<file path="config.mk">
export PLATFORM = sky130hd
export DESIGN_NAME = tlb_port_arbiter
export DESIGN_NICKNAME = d
export VERILOG_FILES = /design/src/rtl/tlb_port_arbiter_pkg.sv /design/src/rtl/tlb_lookup_mux.sv /design/src/rtl/tlb_port_arbiter.sv
export SDC_FILE = /design/constraint.sdc
export NUM_CORES = 1
export LEC_CHECK = 0
export ABC_CLOCK_PERIOD_IN_PS = 4600
export BUFFER_PORTS_ARGS = -buffer_cell sky130_fd_sc_hd__buf_4
export CORE_UTILIZATION = 41
export CTS_CLUSTER_SIZE = 25
export DETAILED_ROUTE_END_ITERATION = 16
export GPL_ROUTABILITY_DRIVEN = 0
export PLACE_DENSITY = 0.95
export SYNTH_ARGS = -nofsm -noshare
export SYNTH_HDL_FRONTEND = slang
export SYNTH_HIERARCHICAL = 1
export SYNTH_SLANG_ARGS = --single-unit
</file>
<file path="constraint.sdc">
create_clock -name clk -period 4.6 [get_ports clk]
set_clock_uncertainty 0.15 [all_clocks]
set_input_delay 0.92 -clock clk [delete_from_list [all_inputs] [get_ports clk]]
set_output_delay 0.92 -clock clk [all_outputs]
set_load 0.005 [all_outputs]
</file>
<file path="src/rtl/tlb_port_arbiter_pkg.sv">
// Shared definitions for the TLB search-port arbiter: default widths,
// maintenance op-code constants and the maintenance FSM state encoding.
// Imported by tlb_port_arbiter and tlb_lookup_mux.
package tlb_port_arbiter_pkg;

    localparam int VPN2_W = 19;
    localparam int ASID_W = 8;
    localparam int IDX_W  = 4;
    localparam int PFN_W  = 20;

    localparam logic [1:0] OP_TLBP  = 2'b00;
    localparam logic [1:0] OP_TLBR  = 2'b01;
    localparam logic [1:0] OP_TLBWI = 2'b10;
    localparam logic [1:0] OP_TLBWR = 2'b11;

    typedef enum logic [1:0] {
        ST_IDLE  = 2'd0,
        ST_DRAIN = 2'd1,
        ST_EXEC  = 2'd2,
        ST_DONE  = 2'd3
    } arb_state_t;

endpackage

</file>
<file path="src/rtl/tlb_lookup_mux.sv">
// Grant logic and TLB search-key mux for the shared TLB search port.
// Ports: arb_en/idle qualifiers from the FSM, per-requester req/key, probe
// key (cp0_hi_vpn2 + cp0_asid), combinational grants and the s_* search key.
// Optional feature macro: TLB_ARB_STARVE_GUARD_EN (instruction-side starvation
// counter); without it data always beats instruction.
module tlb_lookup_mux #(
    parameter int VPN2_W     = tlb_port_arbiter_pkg::VPN2_W,
    parameter int ASID_W     = tlb_port_arbiter_pkg::ASID_W,
    parameter int STARVE_MAX = 3
) (
    input  logic              clk,
    input  logic              rst,
    input  logic              arb_en,
    input  logic              idle,
    input  logic              probe_en,
    input  logic              inst_req,
    input  logic              data_req,
    input  logic [VPN2_W-1:0] inst_vpn2,
    input  logic              inst_odd,
    input  logic [VPN2_W-1:0] data_vpn2,
    input  logic              data_odd,
    input  logic [ASID_W-1:0] cp0_asid,
    input  logic [VPN2_W-1:0] cp0_hi_vpn2,
    output logic              inst_grant,
    output logic              data_grant,
    output logic [VPN2_W-1:0] s_vpn2,
    output logic              s_odd,
    output logic [ASID_W-1:0] s_asid
);

    logic inst_win;

`ifdef TLB_ARB_STARVE_GUARD_EN
    localparam int CNT_W = (STARVE_MAX < 2) ? 1 : $clog2(STARVE_MAX + 1);

    logic [CNT_W-1:0] starve_cnt;

    assign inst_win = (starve_cnt == CNT_W'(STARVE_MAX));

    // Counts instruction-side denials while IDLE (maintenance denials included);
    // saturates so a long maintenance stall cannot wrap it.
    always_ff @(posedge clk or posedge rst) begin
        if (rst) begin
            starve_cnt <= '0;
        end else if (inst_grant) begin
            starve_cnt <= '0;
        end else if (idle && inst_req && !inst_win) begin
            starve_cnt <= starve_cnt + 1'b1;
        end
    end
`else
    logic unused_ok;
    assign unused_ok = &{1'b0, clk, rst, idle, STARVE_MAX[0]};
    assign inst_win  = 1'b0;
`endif

    always_comb begin
        data_grant = arb_en && data_req && !(inst_win && inst_req);
        inst_grant = arb_en && inst_req && !data_grant;
    end

    always_comb begin
        s_vpn2 = '0;
        s_odd  = 1'b0;
        s_asid = '0;
        if (data_grant) begin
            s_vpn2 = data_vpn2;
            s_odd  = data_odd;
            s_asid = cp0_asid;
        end else if (inst_grant) begin
            s_vpn2 = inst_vpn2;
            s_odd  = inst_odd;
            s_asid = cp0_asid;
        end else if (probe_en) begin
            // TLBP always probes with the even page of EntryHi's pair
            s_vpn2 = cp0_hi_vpn2;
            s_odd  = 1'b0;
            s_asid = cp0_asid;
        end
    end

endmodule

</file>
<file path="src/rtl/tlb_port_arbiter.sv">
// Shares the TLB search port between IMMU and DMMU and sequences TLBP/TLBR/
// TLBWI/TLBWR (IDLE->DRAIN->EXEC->DONE) so they never overlap a lookup.
// Ports: per-requester req/key/grant/rsp_valid, shared registered rsp_*,
// maintenance op handshake + CP0 strobes, TLB search key/result and strobes.
// Optional feature macro: TLB_ARB_STARVE_GUARD_EN (see tlb_lookup_mux).
module tlb_port_arbiter #(
    parameter int VPN2_W     = tlb_port_arbiter_pkg::VPN2_W,
    parameter int ASID_W     = tlb_port_arbiter_pkg::ASID_W,
    parameter int IDX_W      = tlb_port_arbiter_pkg::IDX_W,
    parameter int PFN_W      = tlb_port_arbiter_pkg::PFN_W,
    parameter int STARVE_MAX = 3
) (
    input  logic              clk,
    input  logic              rst,
    input  logic              inst_req,
    input  logic              data_req,
    input  logic [VPN2_W-1:0] inst_vpn2,
    input  logic [VPN2_W-1:0] data_vpn2,
    input  logic              inst_odd,
    input  logic              data_odd,
    output logic              inst_grant,
    output logic              data_grant,
    output logic              inst_rsp_valid,
    output logic              data_rsp_valid,
    output logic              rsp_hit,
    output logic [IDX_W-1:0]  rsp_index,
    output logic [PFN_W-1:0]  rsp_pfn,
    output logic [2:0]        rsp_c,
    output logic              rsp_d,
    output logic              rsp_v,
    input  logic [ASID_W-1:0] cp0_asid,
    input  logic [VPN2_W-1:0] cp0_hi_vpn2,
    input  logic              op_valid,
    input  logic [1:0]        op_code,
    output logic              op_ready,
    output logic              op_done,
    output logic              tlbp_write,
    output logic              tlbr_write,
    output logic [IDX_W:0]    tlbp_index,
    output logic [VPN2_W-1:0] tlb_s_vpn2,
    output logic              tlb_s_odd,
    output logic [ASID_W-1:0] tlb_s_asid,
    input  logic              tlb_s_hit,
    input  logic [IDX_W-1:0]  tlb_s_index,
    input  logic [PFN_W-1:0]  tlb_s_pfn,
    input  logic [2:0]        tlb_s_c,
    input  logic              tlb_s_d,
    input  logic              tlb_s_v,
    output logic              tlb_w_en,
    output logic              tlb_w_random,
    output logic              tlb_r_en
);

    import tlb_port_arbiter_pkg::*;

    arb_state_t state, state_nxt;
    logic [1:0] op_q;
    logic       arb_en;
    logic       probe_en;

    // Grants and op_ready are combinational, so they are explicitly held low
    // while reset is asserted rather than relying on the state register alone.
    assign arb_en   = (state == ST_IDLE) && !op_valid && !rst;
    assign op_ready = (state == ST_IDLE) && op_valid && !rst;
    assign probe_en = (state == ST_EXEC) && (op_q == OP_TLBP);

    always_ff @(posedge clk or posedge rst) begin
        if (rst) begin
            state <= ST_IDLE;
            op_q  <= OP_TLBP;
        end else begin
            state <= state_nxt;
            if (op_ready) begin
                op_q <= op_code;
            end
        end
    end

    always_comb begin
        state_nxt    = state;
        tlb_w_en     = 1'b0;
        tlb_w_random = 1'b0;
        tlb_r_en     = 1'b0;
        op_done      = 1'b0;
        tlbp_write   = 1'b0;
        tlbr_write   = 1'b0;
        case (state)
            ST_IDLE: begin
                if (op_valid) begin
                    state_nxt = ST_DRAIN;
                end
            end
            ST_DRAIN: begin
                state_nxt = ST_EXEC;
            end
            ST_EXEC: begin
                tlb_w_en     = (op_q == OP_TLBWI) || (op_q == OP_TLBWR);
                tlb_w_random = (op_q == OP_TLBWR);
                tlb_r_en     = (op_q == OP_TLBR);
                state_nxt    = ST_DONE;
            end
            ST_DONE: begin
                op_done    = 1'b1;
                tlbp_write = (op_q == OP_TLBP);
                tlbr_write = (op_q == OP_TLBR);
                state_nxt  = ST_IDLE;
            end
            default: begin
                state_nxt = ST_IDLE;
            end
        endcase
    end

    tlb_lookup_mux #(
        .VPN2_W     (VPN2_W),
        .ASID_W     (ASID_W),
        .STARVE_MAX (STARVE_MAX)
    ) u_lookup_mux (
        .clk         (clk),
        .rst         (rst),
        .arb_en      (arb_en),
        .idle        (state == ST_IDLE),
        .probe_en    (probe_en),
        .inst_req    (inst_req),
        .data_req    (data_req),
        .inst_vpn2   (inst_vpn2),
        .inst_odd    (inst_odd),
        .data_vpn2   (data_vpn2),
        .data_odd    (data_odd),
        .cp0_asid    (cp0_asid),
        .cp0_hi_vpn2 (cp0_hi_vpn2),
        .inst_grant  (inst_grant),
        .data_grant  (data_grant),
        .s_vpn2      (tlb_s_vpn2),
        .s_odd       (tlb_s_odd),
        .s_asid      (tlb_s_asid)
    );

    // Response fields only load on a grant; the per-requester valid bits
    // tell each MMU whether the shared fields belong to it this cycle.
    always_ff @(posedge clk or posedge rst) begin
        if (rst) begin
            inst_rsp_valid <= 1'b0;
            data_rsp_valid <= 1'b0;
            rsp_hit        <= 1'b0;
            rsp_index      <= '0;
            rsp_pfn        <= '0;
            rsp_c          <= '0;
            rsp_d          <= 1'b0;
            rsp_v          <= 1'b0;
            tlbp_index     <= '0;
        end else begin
            inst_rsp_valid <= inst_grant;
            data_rsp_valid <= data_grant;
            if (inst_grant || data_grant) begin
                rsp_hit   <= tlb_s_hit;
                rsp_index <= tlb_s_index;
                rsp_pfn   <= tlb_s_pfn;
                rsp_c     <= tlb_s_c;
                rsp_d     <= tlb_s_d;
                rsp_v     <= tlb_s_v;
            end
            if (probe_en) begin
                tlbp_index <= {!tlb_s_hit, tlb_s_index};
            end
        end
    end

endmodule

</file>
# Word-level counts from Yosys, hierarchy flattened
# Cells that the tools add are included.
# Widths: inputs -> output; s select.
# word_totals
in_bits	104
reg_bits	41
# classes
reduce_logical	16
mux	16
eq_ne	7
# ops
operator	count
$mux 19	3
$mux 8	3
$eq 2x2->1 const B	4
$logic_and 1x1->1	8
$mux 1	8
$pmux 2 s4	1
$eq 2x1->1 const B	2
$logic_not 1->1	4
$logic_not 2->1	2
$logic_or 1x1->1	2
$mux 2	1
$ne 2x2->1 const B	1

# Longest topological paths before layout
# Gate-level depths: netlist of the first run.
# depth
word_depth	8
ltp_mapped	9

# Hierarchy
# The synthesis of the first run kept the hierarchy.
# by_module_without_submodules
mod	seq_area_each_um2	cells_per_inst	n_inst	area_each_um2
tlb_port_arbiter	1026.0	103	1	1622.8
tlb_lookup_mux	0.0	61	1	446.7

# Least setup slack after synthesis of the first run
# No wires, ideal clock.
# synth_path
kind	input to output
start	input rst
end	output tlb_s_vpn2[10]
path_buffers	2
setup_slack_ns	1.514
required_ns	3.530
arrival_ns	2.016
path_stages	6
path_cell_list	nor3b_1 > o21a_1 > nor2b_1 > buf_6 > buf_6 > a221o_1
# synth_between
elab_chain_len	7
elab_cells_between_ends	8
classes_between	2 x mux; 6 x reduce/logical
# synth_lines
item	line_no	source
start, declared	tlb_port_arbiter.sv:14	input logic rst,
$logic_not 1->1 (no line) *	--	
$logic_and 1x1->1 *	tlb_port_arbiter.sv:63	assign arb_en = (state == ST_IDLE) && !op_valid && !rst;
$logic_and 1x1->1	tlb_lookup_mux.sv:58	data_grant = arb_en && data_req && !(inst_win && inst_req);
$logic_not 1->1	tlb_lookup_mux.sv:59	inst_grant = arb_en && inst_req && !data_grant;
$logic_and 1x1->1	tlb_lookup_mux.sv:59	
$mux 19	tlb_lookup_mux.sv:70	end else if (inst_grant) begin
$mux 19 *	tlb_lookup_mux.sv:66	if (data_grant) begin
end, declared	tlb_port_arbiter.sv:40	output logic [VPN2_W-1:0] tlb_s_vpn2,
# Mark *: on every way between the ends. The rest lies on a longest branch, timed or not.

# Final worst setup path of the first run
# layout_path
start	input rst
end	output tlb_s_vpn2[2]
# layout_between
elab_chain_len	7
elab_cells_between_ends	8
classes_between	2 x mux; 6 x reduce/logical
# layout_lines
item	line_no	source
$logic_not 1->1 (no line) *	--	
$logic_and 1x1->1 *	tlb_port_arbiter.sv:63	
named net arb_en	tlb_port_arbiter.sv:58	logic arb_en;
$logic_and 1x1->1	tlb_lookup_mux.sv:58	
$logic_not 1->1	tlb_lookup_mux.sv:59	
$logic_and 1x1->1	tlb_lookup_mux.sv:59	
$mux 19	tlb_lookup_mux.sv:70	
$mux 19 *	tlb_lookup_mux.sv:66	
# Mark *: on every way through the listed nets, which the timed path passes. The rest lies on a longest branch.

==> flow_results.org, run 1 <==
** Synthesis
- The top cell type by area accounts for 49.6% of the synthesized area.
- The synthesized design contains 41 register bits.
- Share of the synthesized area in compound gates (AO/OA/AOI/OAI) :: 10.2%
- By area the synthesized netlist is led by sky130_fd_sc_hd__dfrtp_1 (50%), sky130_fd_sc_hd__mux2_2 (20%), sky130_fd_sc_hd__a221o_1 (9.2%), sky130_fd_sc_hd__and3_1 (5.7%), sky130_fd_sc_hd__nor2b_1 (2.7%).
- Adder-cell area share of the yosys netlist :: 1.81%
- Sequential cells were found to cover 49.6% of the synthesized design area.
- Synthesized netlist net count :: 271
- A synthesized cell averages 12.6 sq um.
- Summed instance area of the synthesized netlist :: 0.00207 sq mm
- YS warnings :: 6
- Dominant combinational cell family by area after synthesis :: multiplexers
- Post-synthesis xor/xnor area fraction :: 0%
- The cell count after synthesis came out at 164.
- Simple-gate area share of the yosys netlist :: 13.8%
- Of the post-synthesis cell area, the part taken by muxes is 20.6%.
- sky130_fd_sc_hd__dfrtp_1 takes more of the synthesized area than any other cell.
- Post-synth cell types :: 24

** Power
- In this run switching power makes up 29.1% of total power.
- In this run, the clock network consumes 16.5% of the power.
- IR analysis of the VDD net gives a maximum drop of 363 uV.
- Combinational group share of total power :: 47.2%
- The share of total power dissipated in sequential elements is 36.3%.
- Switching power :: 0.000515 W
- Summing internal, switching and leakage power gives 0.00177 W.
- Internal portion of total power :: 0.00126 W
- Cell Pwr Density :: 495 mW/mm^2
- The analysis attributes to cell leakage a power of 1.93 nW.

** Routing
- After detailed routing, the total wire length is 6350 microns.
- The first detailed-routing pass took 4 iterations.
- Once detail routing completed, the nets flagged for antenna violations numbered 0.
- Routed WL per cell :: 15.5 microns
- Post-detailed-route via-to-cell ratio :: 4.91
- Starting DRC count in detailed routing :: 106
- DRC errors left :: 0
- For this block, the via count after detailed routing is 2012.

** Die
- The initial utilization of the core area, before any placement, comes to 43.2%.
- The die covers 0.00534 sq mm.
- Core box area :: 0.00479 sq mm
- Pin placement for this block handled 178 I/O pins.
- Measured along the y axis, the die boundary spans 73.0 microns.
- The die is 73.0 microns wide.
- Row generation in the floorplan step produced 25 rows.

** Clock tree
- Number of buffers inserted during clock tree synthesis :: 5
- After clock tree synthesis, the clock-pin slew on the worst setup and hold paths is 70 ps.
- H-tree lvl count :: 2
- Clock tree synthesis selected as its root buffer the cell sky130_fd_sc_hd__clkbuf_8.
- Clock Latency Late Sink :: 280 ps
- TritonCTS built the clock tree.
- Gates resized during post-CTS repair numbered 0.
- Quantity of hold-fixing buffers added after cts :: 0
- Worst-case clock buffer depth :: 2
- Setup Buffers After CTS :: 0
- Clock tree synthesis found a total of 41 sinks.

** Finish
- Most used cells in the layout excluding fill and tap cells :: sky130_fd_sc_hd__buf_4 (182), sky130_fd_sc_hd__dfrtp_1 (41), sky130_fd_sc_hd__mux2_2 (37), sky130_fd_sc_hd__and3_1 (19), sky130_fd_sc_hd__a221o_1 (19)
- Final net count :: 449
- The post-route netlist has 67.9% of its cells at a drive strength greater than 1.
- Count of inserted antenna diode cells :: 0
- The library cell used most frequently in the layout, excluding fill and tap cells, is sky130_fd_sc_hd__buf_4.
- Layout Area Growth over Synthesis :: 73.0%

** Worst hold path
- The path class of the tightest hold or removal check is register to register.

** STA
- Final Setup Violations :: 0
- Final WS setup :: 1020 ps
- Actual slew at the worst max-slew pin :: 516 ps
- The number of failing hold endpoints at the final stage is 0.
- Final critical-path required period :: 3580 ps
- Tightest hold margin :: 360 ps
- Sum of negative setup slack :: 0 ps
- Rel. slew slack :: 65.6%
- Tcrit/Tclk final :: 77.7%
- Final Max Slew Viols :: 0
- Timing would allow up to 0.280 GHz.
- RSZ-0062 raised after global routing :: no

** Critical path
- Cell at the slowest stage of the critical path :: sky130_fd_sc_hd__nor2_1
- The worst register-to-register path has a setup slack of 2110 ps.
- Highest fanout seen on the critical path :: 17
- STA classifies the critical path startpoint as a primary input.
- Category of the worst setup path capture point :: primary output
- In this design, the largest share of critical-path delay is due to simple AND/OR/NAND/NOR gates.
- Counting both buffers and inverters, the worst setup path holds a total of 3.
- Traced cell by cell, the critical path runs through buf_4 > nor3b_2 > nand2_1 > nor2_1 > buf_4 > a221o_1 > buf_4.
- The largest single stage delay on the critical path is 400 ps.
- Data on the critical path arrives at its endpoint at 2510 ps.
- Crit path required time :: 3530 ps
- Most Frequent Cell on Critical Path :: sky130_fd_sc_hd__buf_4
- The worst setup path is of the primary input to primary output kind.

** Placement
- Detailed placement ended at an HPWL of 5110 microns.
- Timing analysis after detailed placement gives a worst setup slack of 1050 ps.
- Buffers on Ports :: 177

** Global routing
- Overall fraction of global-route tracks in use :: 23.7%
- The number of antenna violations at the first check in global routing came to 0.
- Vias in the first global route :: 2040
- Largest net degree at the start of global routing :: 42
- Summed over all layers, the global routing overflow is 0.
- Global-route wire length before repair :: 9500 microns

** Outcome
- The flow ran to the end, and the final reports show no timing, DRC or antenna violations.

** Run
- Across the run, the number of max-cap violations was 0.
path summary, 6_finish.rpt:
check                            start             to  depth (start not counted)
setup / recovery                   rst  tlb_s_vpn2[2]                          7
hold / removal             rsp_pfn[14]    rsp_pfn[14]                          1
setup reg to reg              state[0]     rsp_pfn[8]                          8
hold reg to reg            rsp_pfn[14]    rsp_pfn[14]                          1
max in group asynchronous          rst  tlbp_index[1]                          3
min in group asynchronous          rst        op_q[1]                          3
cell families (layout without fill, tap and decap cells):
family                   after synthesis  after routing
buffers and inverters                 16            195
AO/OA/AOI/OAI                         22             22
flip-flops                            41             41
AND/OR/NAND/NOR                       44             44
adder cells (fa/ha/maj)                3              3
multiplexers                          38             38
metrics by stage:
step / area, sq um / cells / util (%)
2_1_floorplan: 2070 / 164 / -
3_3_place_gp: 3460 / 402 / 72.4
3_5_place_dp: 3460 / 402 / 72.4
4_1_cts: 3580 / 410 / 74.8
5_1_grt: 3580 / 410 / 74.8
6_report: 3580 / 410 / 74.8
power by group through the flow:
stage / Clock [W] / Sequential [W] / Combinational [W]
CTS: 0.000299 / 0.000645 / 0.000845
global route: 0.000314 / 0.000666 / 0.000914
global placement: 0 / 0.000632 / 0.000814
floorplan: 0 / 0.000646 / 0.000353
detailed placement: 0 / 0.000649 / 0.000843
finish: 0.000292 / 0.000643 / 0.000836
synthesized netlist by cell type, drive strengths merged:
cell type,count
a21oi,1
a221o,19
a22o,1
and2,2
and3,20
and3b,2
buf,7
clkbuf,4
dfrtp,41
ha,3
inv,5
mux2,37
mux2i,1
nand2,1
nand2b,1
nand3b,1
nor2,5
nor2b,9
nor3b,3
o21a,1
cell type report:
class / instances / area, sq um
inverters: 5 / 18.8
clock inverters: 1 / 30.0
well taps: 67 / 83.8
repair buffers: 182 / 1370
multi-input cells: 107 / 970
fillers: 340 / 1200
flip-flops and latches: 41 / 1030
clock buffers: 7 / 86.3
flip-flops by register name, summed over array words and instances, names as in the netlist:
register	cells
rsp_pfn	20
rsp_d	1
inst_rsp_valid	1
rsp_v	1
rsp_index	4
op_q	2
data_rsp_valid	1
rsp_c	3
tlbp_index	5
state	2
rsp_hit	1
layer usage:
layer  wire, microns  vias to the layer above  track usage, %
li1                -                      961               -
met1            2380                      949            27.9
met2            3450                       94            42.0
met3             435                        8            6.08
met4              81                        0            7.84
met5               0                        -               0
Power figures use the tool's default switching activity.
==> run 2: changes to the inputs <==
ABC_CLOCK_PERIOD_IN_PS = 3310   (was 4600)
CORE_UTILIZATION = 38   (was 41)
PLACE_DENSITY = 0.9   (was 0.95)
clock period = 3.31 ns   (was 4.6 ns; I/O delays follow)
==> run 2 against run 1 <==
Against the previous run: die area up 7.7%; non-clock buffer count increased by 1; core utilization decreased by 5.3 points; final cell count grew 0.98%; largest cell class unchanged.
==> flow_results.org, run 2 (same netlist as run 1, synthesis figures left out) <==
** Outcome
- Result of the run :: finished, final reports clean

** Routing
- The routed design has 6500 microns of wire.
- Total iterations of the first detailed-routing run :: 4
- For this run, design rule violations remaining after detail routing come to 0.
- Detail Route Antenna Nets :: 0
- In the routed layout, each cell is associated on average with a via count of 4.92.
- In this run, the number of DRC markers left after iteration 0 of detailed routing was 68.
- Routed WL per cell :: 15.7 microns
- The final route contains 2035 vias.

** STA
- Final number of hold-violating endpoints :: 0
- Setup repair after global routing left no endpoint under its margin.
- Across all setup checks in the final design, the least slack found is 194 ps.
- Summed over all failing endpoints, the final setup total negative slack is 0 ps.
- The final count of pins violating max slew is 0.
- Timing would allow up to 0.321 GHz.
- Tcrit/Tclk final :: 94.1%
- Across all hold checks on the routed design, the worst slack comes to 362 ps.
- For the pin with the worst max-slew slack, the measured transition is 697 ps.
- Final critical-path required period :: 3120 ps
- In this run the tightest slew margin relative to its limit is 53.5%.
- Final Setup Violations :: 0

** Critical path
- Highest fanout seen on the critical path :: 22
- Category of the worst setup path capture point :: primary output
- In this run the critical register-to-register path is launched from state[0].
- Setup slack, reg-to-reg :: 500 ps
- The critical path in this run is classified as register to primary output.
- Critical Path AT :: 2300 ps
- Critical path startpoint category :: register
- Crit path required time :: 2500 ps
- The worst register-to-register path ends at rsp_c[0].
- Measured in cells, the most critical reg-to-reg path has a length of 8.

** Global routing
- The number of global-route vias before repair came to 1817.
- Antenna violations before repair :: 0
- Entering global routing, the biggest net connects 42 pins.
- Overall fraction of global-route tracks in use :: 20.5%
- Total congestion overflow after global routing :: 0
- Global-route wire length before repair :: 8640 microns

** Die
- Width of the die :: 75.8 microns
- Row generation in the floorplan step produced 26 rows.
- Starting utilization of the core area :: 40.0%
- 178 I/O pins were placed.
- Y dimension of the die :: 75.8 microns
- Die Area :: 0.00574 sq mm
- Core box area :: 0.00517 sq mm

** Power
- Net switching is 29.5% of the power.
- The internal portion of the total power is 0.00173 W.
- Leakage power :: 1.93 nW
- VDD sags by at most 483 uV.
- Per report_power, the combinational group accounts for 47.7% of the total.
- Switching power :: 0.000724 W
- Clock power share :: 15.9%
- Power spread over the standard cell area amounts to 683 mW/mm^2.
- Sequential Power Share :: 36.4%

** Placement
- Detailed placer's ending HPWL :: 5250 microns
- Placement-stage worst setup slack :: 343 ps
- The count of buffers added on input and output ports is 177.

** Finish
- Layout Area Growth over Synthesis :: 73.8%
- Of the cells placed in the final design, the portion with a size suffix greater than 1 is 68.3%.
- For this run, the share of the core covered by cells in the final layout is 69.5%.
- The largest registers in the layout are rsp_pfn: 20 flops, tlbp_index: 5 flops, rsp_index: 4 flops.
- The register with the most flip-flops in the layout has 20 of them.
- Filler cell count in the final layout :: 404
- Leaving out fill and tap cells, the most frequent cells in the layout are sky130_fd_sc_hd__buf_4 (181), sky130_fd_sc_hd__dfrtp_1 (41), sky130_fd_sc_hd__mux2_2 (37), sky130_fd_sc_hd__and3_1 (19), sky130_fd_sc_hd__a221o_1 (19).
- The repair_antennas step left the layout with diodes totalling 0.
- After the last flow step, the layout net total stands at 450.
- Register ranked first by flip-flop count :: rsp_pfn
- Leading cell type in the layout, fill and taps excluded :: sky130_fd_sc_hd__buf_4

** Clock tree
- Clock edge transition at the registers on the reported setup and hold paths :: 80 ps
- Clock tree from TritonCTS :: yes
- Clock latency on the worst-skew pair, taken at its later pin, is 280 ps.
- Worst-case clock buffer depth :: 2
- Number of buffers inserted during clock tree synthesis :: 5
- For this design, the sink count on the clock tree is 41.
- H-tree lvl count :: 2
- Buffer cell driving the clock tree root :: sky130_fd_sc_hd__clkbuf_8
- Quantity of hold-fixing buffers added after cts :: 0

** Run
- Count of maximum capacitance violations :: 0

** Worst hold path
- The path with the worst hold slack has its endpoint at rsp_pfn[3].
- The min-delay analysis places its worst path in the category register to register.
- The startpoint identified for the worst hold timing path is rsp_pfn[3].
- Along the worst hold path, the cell count comes to 1.
-- run 2: changes by cell type in the layout (fill, tap and decap cells not counted) --
| cell | before | now |
|---|---|---|
| sky130_fd_sc_hd__buf_4 | 182 | 181 |
| sky130_fd_sc_hd__clkbuf_8 | 6 | 5 |
| sky130_fd_sc_hd__buf_6 | 0 | 2 |
| sky130_fd_sc_hd__nor2_1 | 4 | 3 |
| sky130_fd_sc_hd__clkinv_4 | 0 | 1 |
| sky130_fd_sc_hd__nor2_2 | 1 | 2 |
-- run 2: cell type report --
cell class              count  area (sq um)  area share [%]
clock inverters             2          38.8            1.08
flip-flops and latches     41          1030            28.5
repair buffers            183          1380            38.4
inverters                   5          18.8           0.522
well taps                  70          87.6            2.43
multi-input cells         107           972            27.0
clock buffers               6          72.6            2.02
-- run 2: worst max-delay path by stage --
stage          startpoint        endpoint  slack, ps  depth (start not counted)
4_1_cts          state[0]   tlb_s_vpn2[2]         80                          9
2_1_floorplan    state[0]  tlb_s_vpn2[10]        740                          8
3_5_place_dp          rst   tlb_s_vpn2[2]        340                          8
6_report         state[0]  tlb_s_vpn2[17]        190                          9
3_3_place_gp          rst   tlb_s_vpn2[2]        450                          8
5_1_grt          state[0]   tlb_s_vpn2[2]         30                          9
-- run 2: per-layer routing --
metal | track usage, % | wire [microns] | up-vias
met5 | 0 | 0 | -
met4 | 5.76 | 95 | 0
met3 | 5.82 | 486 | 10
met2 | 37.0 | 3460 | 93
met1 | 23.7 | 2460 | 963
li1 | - | - | 969
-- run 2: critical path, cell delays in order (launching register included) --
cell                      delay (ps)
sky130_fd_sc_hd__dfrtp_1         400
sky130_fd_sc_hd__inv_1            90
sky130_fd_sc_hd__ha_1            230
sky130_fd_sc_hd__nor3b_2         240
sky130_fd_sc_hd__buf_6           190
sky130_fd_sc_hd__o21a_1          150
sky130_fd_sc_hd__nor2b_1          50
sky130_fd_sc_hd__buf_4           190
sky130_fd_sc_hd__a221o_1         330
sky130_fd_sc_hd__buf_4           140
-- run 2: through the flow --
stage / cell area (sq um) / power (W) / std cells
CTS: 3580 / 0.00248 / 414
global route: 3600 / 0.00262 / 414
global placement: 3470 / 0.00203 / 406
finish: 3600 / 0.00246 / 414
detailed placement: 3470 / 0.00208 / 406
floorplan: 2070 / 0.00139 / 164
-- run 2: power by group through the flow --
| stage | Combinational, W | Clock, W | Sequential [W] |
|---|---|---|---|
| 2_1_floorplan | 0.000491 | 0 | 0.000898 |
| 3_3_place_gp | 0.00114 | 0 | 0.000884 |
| 3_5_place_dp | 0.00118 | 0 | 0.000900 |
| 4_1_cts | 0.00118 | 0.000405 | 0.000895 |
| 5_1_grt | 0.00126 | 0.000431 | 0.000923 |
| 6_report | 0.00117 | 0.000390 | 0.000895 |
-- run 2: timing repair --
action                     in CTS  in global routing
setup buffers                   0                  0
setup endpoints to repair       0                 21
resized for setup               0                  4
==> run 3: changes to the inputs <==
ABC_CLOCK_PERIOD_IN_PS = 3500   (was 3310)
BUFFER_PORTS_ARGS = not set   (was -buffer_cell sky130_fd_sc_hd__buf_4)
CORE_UTILIZATION = 45   (was 38)
DONT_BUFFER_PORTS = 1   (was not set)
PLACE_DENSITY = 0.7   (was 0.9)
clock period = 3.5 ns   (was 3.31 ns; I/O delays follow)
==> run 3 against run 2 <==
Against the previous run: design area is 38% lower; worst setup slack gained 240 ps; core utilization shrank 19 points; critical path depth fell by 3; critical path type unchanged; power shrank 27%; final cell count decreased by 47%; clock-buffer cell count unchanged; largest cell class is now registers; register-to-register slack improved by 490 ps; largest power group is now sequential cells.
==> flow_results.org, run 3 (same netlist as run 1, synthesis figures left out) <==
** Outcome
- The flow ran to the end, and the final reports show no timing, DRC or antenna violations.

** Clock tree
- The clock tree synthesis step divided the H-tree into 2 levels.
- Clock latency on the worst-skew pair, taken at its later pin, is 290 ps.
- In this run, CTS created clock tree buffers numbering 5.
- For this design, the sink count on the clock tree is 41.
- Worst-case clock buffer depth :: 2
- Clock tree synthesis selected as its root buffer the cell sky130_fd_sc_hd__clkbuf_8.
- Clock tree from TritonCTS :: yes
- Clock edge transition at the registers on the reported setup and hold paths :: 80 ps

** STA
- Final critical-path required period :: 3060 ps
- Maximum clock frequency :: 0.326 GHz
- For the pin with the worst max-slew slack, the measured transition is 845 ps.
- Tcrit/Tclk final :: 87.5%
- Final number of hold-violating endpoints :: 0
- Rel. slew slack :: 43.6%
- Sum of negative setup slack :: 0 ps
- Setup repair after global routing left no endpoint under its margin.
- Final Setup Violations :: 0
- The final count of pins violating max slew is 0.

** Die
- The die covers 0.00487 sq mm.
- Y dimension of the die :: 69.8 microns
- Row count :: 24
- Core box area :: 0.00438 sq mm
- In this run the count of I/O pins placed on the die edge is 178.
- Width of the die :: 69.8 microns
- Starting utilization of the core area :: 47.2%

** Placement
- Including well taps, the total number of placed cells is 210.
- Detailed placer's ending HPWL :: 4180 microns
- During placement, the flow inserted port buffers numbering 0.

** Critical path
- Critical Path AT :: 2210 ps
- Path depth of the worst reg2reg path :: 10
- Traced cell by cell, the critical path runs through inv_1 > ha_1 > nor3b_2 > o21a_1 > nor2b_2 > a221o_1.
- The worst setup path is captured at a primary output.
- The number of buffers and inverters on the critical path is 1.
- Worst reg2reg endpoint :: rsp_pfn[3]
- In this design, the stage delay of the slowest critical-path cell is 590 ps.
- Kind of critical path :: register to primary output
- Crit path required time :: 2650 ps
- Kind of cell with the highest combined delay on the critical path :: simple AND/OR/NAND/NOR gates
- Among all stages on the critical path, the largest delay is contributed by sky130_fd_sc_hd__nor2b_2.
- In this run the worst path has a maximum fanout of 19.
- The setup check on the worst reg-to-reg path leaves a slack of 990 ps.
- Critical path startpoint category :: register
- Reg-to-reg critical path startpoint :: state[0]

** Global routing
- Overall fraction of global-route tracks in use :: 21.5%
- The number of antenna violations at the first check in global routing was 1.
- Entering global routing, the biggest net connects 31 pins.
- Global-route wire length before repair :: 7930 microns
- The number of global-route vias before repair came to 1541.
- Total congestion overflow after global routing :: 0

** Power
- Across the VDD grid, the largest voltage drop is 424 uV.
- Summed over all cells, the static leakage comes to 1.05 nW.
- Summing internal, switching and leakage power gives 0.00180 W.
- Cell Pwr Density :: 806 mW/mm^2

** Routing
- Routed WL per cell :: 23.8 microns
- Post-detailed-route via-to-cell ratio :: 6.49
- Summed over all layers, the routed wires come to 5210 microns.
- Starting DRC count in detailed routing :: 76
- Summing over every cut layer, the via total after detailed routing is 1421.
- DRC errors left :: 0
- Total iterations of the first detailed-routing run :: 4
- The detail route stage leaves a number of antenna-violating nets equal to 0.

** Finish
- Filler cell count in the final layout :: 389
- Register ranked first by flip-flop count :: rsp_pfn
- Final cell utilization of the core :: 50.9%
- In the final layout, the share of cells above drive strength 1 is 34.3%.
- The count of cells in the finished layout, fillers not included, comes to 219.
- Leaving out fill and tap cells, the most frequent cell in the layout is sky130_fd_sc_hd__dfrtp_1.
- Layout Area Growth over Synthesis :: 7.92%
- In the final layout, the registers with the most flip-flops are rsp_pfn: 20 flops, tlbp_index: 5 flops, rsp_index: 4 flops.
- Final net count :: 272
- The register with the most flip-flops in the layout has 20 of them.
- In the layout the commonest cells are sky130_fd_sc_hd__dfrtp_1 (41), sky130_fd_sc_hd__mux2_2 (37), sky130_fd_sc_hd__and3_1 (19), sky130_fd_sc_hd__a221o_1 (19), sky130_fd_sc_hd__nor2b_1 (8).

** Worst hold path
- Type of the worst min-delay path :: primary input to asynchronous set/reset pin

** Run
- The tool flagged a number of max-cap violations equal to 0.
run 3: power by group:
| group | internal (W) | switching (W) |
|---|---|---|
| registers | 0.000706 | 0.000193 |
| logic | 0.000301 | 0.000227 |
| clock network | 0.000214 | 0.000160 |
run 3: worst max path at each step:
stage,depth (start not counted),endpoint,start,slack [ps]
final,6,tlb_s_vpn2[17],state[0],440
after global routing,6,tlb_s_vpn2[17],state[0],280
after CTS,6,tlb_s_vpn2[17],state[0],60
after detailed placement,6,tlb_s_vpn2[17],state[0],390
after global placement,6,tlb_s_vpn2[8],state[0],570
after floorplan,6,tlb_s_vpn2[10],rst,850
run 3: area by class of cell:
type	count	area, sq um	area share, %
well taps	52	65.1	2.91
clock inverters	2	38.8	1.74
inverters	5	18.8	0.840
clock buffers	6	72.6	3.25
multi-input cells	107	972	43.5
repair buffers	5	37.5	1.68
diodes	1	2.50	0.112
flip-flops and latches	41	1030	45.9
run 3: layer usage:
metal  track usage [%]  part of all wire [%]  vias up  wire length (microns)
met1              25.1                    35      691                   1830
met4              9.33                   4.1        0                    211
met5                 0                     0        -                      0
met3              6.98                   9.5       16                    496
met2              36.1                    51      104                   2670
li1                  -                     -      610                      -
run 3: stage by stage:
stage          hold slack [ps]  worst slack (ps)  cell area, sq um
2_1_floorplan              354               854              2070
3_3_place_gp               374               568              2120
3_5_place_dp               370               389              2120
4_1_cts                    334              64.6              2230
5_1_grt                    338               282              2230
6_report                   316               436              2230
run 3: timing repair:
action	in CTS	in global routing
gates resized for setup	0	1
hold buffers	0	0
setup buffers	0	0
setup endpoints to repair	0	19
run 3: worst register-to-register path: stages, from the launching register on:
cell	delay (ps)
sky130_fd_sc_hd__dfrtp_1	410
sky130_fd_sc_hd__inv_1	90
sky130_fd_sc_hd__ha_1	220
sky130_fd_sc_hd__nor3b_2	240
sky130_fd_sc_hd__buf_4	240
sky130_fd_sc_hd__nand2_1	70
sky130_fd_sc_hd__nor2_1	80
sky130_fd_sc_hd__buf_4	270
sky130_fd_sc_hd__nor2_2	50
sky130_fd_sc_hd__buf_4	240
sky130_fd_sc_hd__mux2_2	340
